==> config.mk <==
export PLATFORM = sky130hd
export DESIGN_NAME = serial_frame_rx
export DESIGN_NICKNAME = d
export VERILOG_FILES = /design/src/rtl/serial_frame_rx.sv
export SDC_FILE = /design/constraint.sdc
export NUM_CORES = 1
export LEC_CHECK = 0
export ABC_AREA = 1
export CELL_PAD_IN_SITES_DETAIL_PLACEMENT = 0
export CELL_PAD_IN_SITES_GLOBAL_PLACEMENT = 1
export CORE_MARGIN = 5
export CORE_UTILIZATION = 30
export DETAILED_ROUTE_END_ITERATION = 8
export GPL_TIMING_DRIVEN = 0
export MAX_ROUTING_LAYER = met4
export PLACE_DENSITY = 0.64
export SETUP_SLACK_MARGIN = 0.5
export SKIP_CTS_REPAIR_TIMING = 1
export SLEW_MARGIN = 10
export SYNTH_ARGS = -nofsm -noshare
export SYNTH_HDL_FRONTEND = slang
export SYNTH_SLANG_ARGS = --single-unit
==> constraint.sdc <==
create_clock -name io_in -period 4.4 [get_ports io_in]
set_clock_uncertainty 0.1 [all_clocks]
set_input_delay 0.66 -clock io_in [delete_from_list [all_inputs] [get_ports io_in]]
set_output_delay 0.66 -clock io_in [all_outputs]
set_load 0.01 [all_outputs]
==> src/rtl/serial_frame_rx.sv <==
// serial_frame_rx: preamble/start hunter, 5-bit LSB-first payload capture, 0-1-0 trailer check.
// Revision 1.0
`default_nettype none

module serial_frame_rx #(
   parameter int PREAMBLE_MIN = 4
) (
   input  logic [7:0] io_in,
   output logic [7:0] io_out
);

   typedef enum logic [1:0] {
      HUNT  = 2'd0,
      DATA  = 2'd1,
      TRAIL = 2'd2
   } state_t;

   logic clk;
   logic rst_n;
   logic serial_w;
   logic enable_w;
   logic unused_w;

   assign clk      = io_in[0];
   assign rst_n    = io_in[1];
   assign serial_w = io_in[2];
   assign enable_w = io_in[3];
   assign unused_w = ^io_in[7:4];

   state_t     state_q;
   logic [2:0] ones_q;
   logic [2:0] bit_q;
   logic [4:0] shift_q;
   logic [4:0] data_q;
   logic       valid_q;
   logic       err_q;
   logic       locked_q;

   always_ff @(posedge clk) begin
      if (!rst_n) begin
         state_q  <= HUNT;
         ones_q   <= 3'd0;
         bit_q    <= 3'd0;
         shift_q  <= 5'd0;
         data_q   <= 5'd0;
         valid_q  <= 1'b0;
         err_q    <= 1'b0;
         locked_q <= 1'b0;
      end else begin
         valid_q <= 1'b0;
         err_q   <= 1'b0;
         if (!enable_w) begin
            state_q  <= HUNT;
            ones_q   <= 3'd0;
            locked_q <= 1'b0;
         end else begin
            case (state_q)
               HUNT: begin
                  if (serial_w) begin
                     if (ones_q != 3'd7) ones_q <= ones_q + 3'd1;
                  end else if (ones_q >= 3'(PREAMBLE_MIN)) begin
                     state_q <= DATA;
                     bit_q   <= 3'd0;
                     ones_q  <= 3'd0;
                  end else begin
                     ones_q <= 3'd0;
                  end
               end
               DATA: begin
                  // Shift in from the top so d0 lands in bit 0 after five bits.
                  shift_q <= {serial_w, shift_q[4:1]};
                  if (bit_q == 3'd4) begin
                     state_q <= TRAIL;
                     bit_q   <= 3'd0;
                  end else begin
                     bit_q <= bit_q + 3'd1;
                  end
               end
               TRAIL: begin
                  // Trailer pattern is 0,1,0: only the middle position expects a 1.
                  if (serial_w != (bit_q == 3'd1)) begin
                     err_q    <= 1'b1;
                     locked_q <= 1'b0;
                     state_q  <= HUNT;
                     ones_q   <= {2'b00, serial_w};
                  end else if (bit_q == 3'd2) begin
                     data_q   <= shift_q;
                     valid_q  <= 1'b1;
                     locked_q <= 1'b1;
                     state_q  <= HUNT;
                     ones_q   <= 3'd0;
                  end else begin
                     bit_q <= bit_q + 3'd1;
                  end
               end
               default: begin
                  state_q <= HUNT;
                  ones_q  <= 3'd0;
               end
            endcase
         end
      end
   end

   assign io_out = {locked_q, err_q, valid_q, data_q};

endmodule

`default_nettype wire

==> flow_summary.ini <==
[drt]
postRouteWirelength_um = 3710
final_antenna_net_count = 0
vias = 1347
drc_errors = 0
firstDrtPassIters = 6
viasPerCell = 4.66
wl_per_cell_um = 12.8
drt-initial-drc-count = 156

[global_route]
grt_usage_pct = 20.9
grt_pass1_vias = 1967
grt.overflow.total = 0
antenna_found_initial = 0
grt_max_degree = 13
grt_pass1_wl_um = 7510

[final_layout]
drive_above_1_share_pct = 26.7
final_cell_mix = 56 x clkbuf_4, 39 x nor2_1, 29 x inv_1
layout_commonest_cell = clkbuf_4
fin_nets = 252
diodes = 0
final_area_mm2 = 0.00173
area_growth_pct = 62.2

[sta]
final.setup.tns_ns = 0
slew_headroom_pct = 80.5
rsz0062_at_grt = no
finalHoldViolations = 0
slew_violations = 0
finalSetupViolations = 0
tightest_slew_ns = 0.292

[logic_synthesis]
ys_seq_elements = 21
syn_area_per_cell_um2 = 7.08
synth-seq-area-share_pct = 39.3
syn_nets = 170
synthAdderAreaFrac_pct = 12.9
synth-xor-area-share_pct = 0
yosysWarnings = 0
synthesis.area_mm2 = 0.00107
syn_inst = 151
synthMuxAreaShare_pct = 0
yosysUniqueCellTypes = 17
synth_compound_area_share_pct = 8.20
synth_top_family_by_area = simple AND/OR/NAND/NOR gates
synth_top_area_share_pct = 39.3
yosys.area.top_type = dfxtp_1
synth.area.top_cells = dfxtp_1 39%, nor2_1 14%, ha_1 13%, nand2_1 9.8%, o21ai_0 6.6%
synth-simple-area-share_pct = 30.1

[floorplanning]
start_util_pct = 31.5
die_w_um = 69.7
dieArea_mm2 = 0.00486
pin_count = 16
rows = 21
die_y_um = 69.7
core_area_mm2 = 0.00339

[hold_path]
whs_endpoint = data_q[1]$_SDFFE_PN0P_
hold_class = clk -> reg
whs_path_depth = 4
min_from = io_in[1]

[power_and_ir_drop]
p_leak_nw = 0.858
ir_worst_vdd_uv = 384
pwr-share-seq_pct = 12.4
switching_share_pct = 42.6
clockPowerShare_pct = 87.6
power.switching_w = 0.000731
p_int_w = 0.000987
power_frac_comb_pct = 0
powerDensity_mw_per_mm2 = 992

[critical_path]
reg2reg_slack_ns = 2.25
path_class = clk -> reg
cp.arrival_ns = 3.77
crit_fanout = 3
crit-reg2reg-capture = bit_q[0]$_SDFFE_PN0P_
r2r_start = bit_q[1]$_SDFFE_PN0P_
rr_worst_depth = 14
worstPathRequired_ns = 4.52
startpoint_type = clock port
cp-end-kind = flop

[placement]
place_congestion = 0.894
port_buffers = 8
hpwl_um = 1700
placed_area_mm2 = 0.00121

[cts]
clk-insertion-delay-late_ns = 0.31
cts_tree = built
clkTransAtPathRegs_ns = 0.13

[status]
outcome = finished, final reports clean

[flow_run]
maxCapViolations = 0
[cell families (layout without fill, tap and decap cells)]
group / count (synthesis) / in the layout
compound gates: 17 / 17
flops: 21 / 21
fa+ha+maj: 11 / 11
simple gates: 78 / 78
buf+inv: 24 / 116
[final cells by class]
cell class | instances | area, um^2
Inverter | 12 | 45.0
Multi-Input combinational cell | 106 | 547
Timing Repair Buffer | 8 | 80.1
Tap cell | 46 | 57.6
Clock buffer | 65 | 454
Sequential cell | 21 | 420
Clock inverter | 27 | 103
Buffer | 4 | 26.3
Fill cell | 326 | 1660
[routing by layer]
metal / share of wire (%) / vias up / track usage, %
met5: 0 / - / -
met4: 5.9 / 0 / 29.1
met3: 13 / 30 / 21.9
met2: 43 / 79 / 21.9
met1: 38 / 589 / 16.1
li1: - / 649 / -
[worst max path at each step]
stage | start | end | cells past startpoint
after detailed placement | io_in[2] | ones_q[1]$_SDFFE_PN0P_ | 7
after floorplan | io_in[2] | ones_q[1]$_SDFFE_PN0P_ | 7
after global routing | io_in[2] | bit_q[1]$_SDFFE_PN0P_ | 13
after CTS | io_in[2] | bit_q[0]$_SDFFE_PN0P_ | 13
after global placement | io_in[2] | ones_q[1]$_SDFFE_PN0P_ | 7
final | io_in[2] | bit_q[0]$_SDFFE_PN0P_ | 13
[synth_stat cells]
cell type  count
clkinv_1       1
nand4_2        1
nand3_2        1
nor2_1        39
nor3_1         1
inv_1         17
nand2_1       28
a211oi_1       1
inv_2          2
ha_1          11
nand4_1        2
clkbuf_1       1
a21oi_1        2
dfxtp_1       21
nand3_1        6
buf_4          3
o21ai_0       14
[worst max-delay path, cell delays in order]
cell and delay [ns]:
clkbuf_4 0.13, clkbuf_4 0.14, ha_1 0.32, nor2_1 0.19
nor2_1 0.06, clkbuf_4 0.14, clkbuf_4 0.13, nand3_2 0.05
clkbuf_4 0.14, clkbuf_4 0.12, nand2_1 0.04, nand2_1 0.06
nor2_1 0.04
[state kept, by name, summed over array words and instances, names as in the netlist]
| signal | flops |
|---|---|
| locked_q | 1 |
| state_q | 2 |
| shift_q | 5 |
| valid_q | 1 |
| data_q | 5 |
| err_q | 1 |
| bit_q | 3 |
| ones_q | 3 |
[power groups by stage]
stage	Clock, W	Combinational [W]	Sequential [W]
after global routing	0.00178	0.000000000163	0.000213
after floorplan	0.000419	0.000000000136	0.000219
after CTS	0.00155	0.000000000163	0.000213
after detailed placement	0.000419	0.000000000163	0.000219
after global placement	0.000419	0.000000000163	0.000219
final	0.00151	0.000000000163	0.000213
[through the flow]
stage	hold slack (ns)	power [W]	instances	util (%)	setup WS, ns
6_report	0.000508	0.00172	289	51.1	0.752
3_5_place_dp	0.0580	0.000638	205	35.6	1.19
2_1_floorplan	0.0580	0.000638	151	-	1.19
4_1_cts	0.0134	0.00176	289	51.1	0.708
3_3_place_gp	0.0580	0.000638	205	35.6	1.18
5_1_grt	-0.00344	0.00199	289	51.1	0.562
Power figures use the tool's default switching activity.
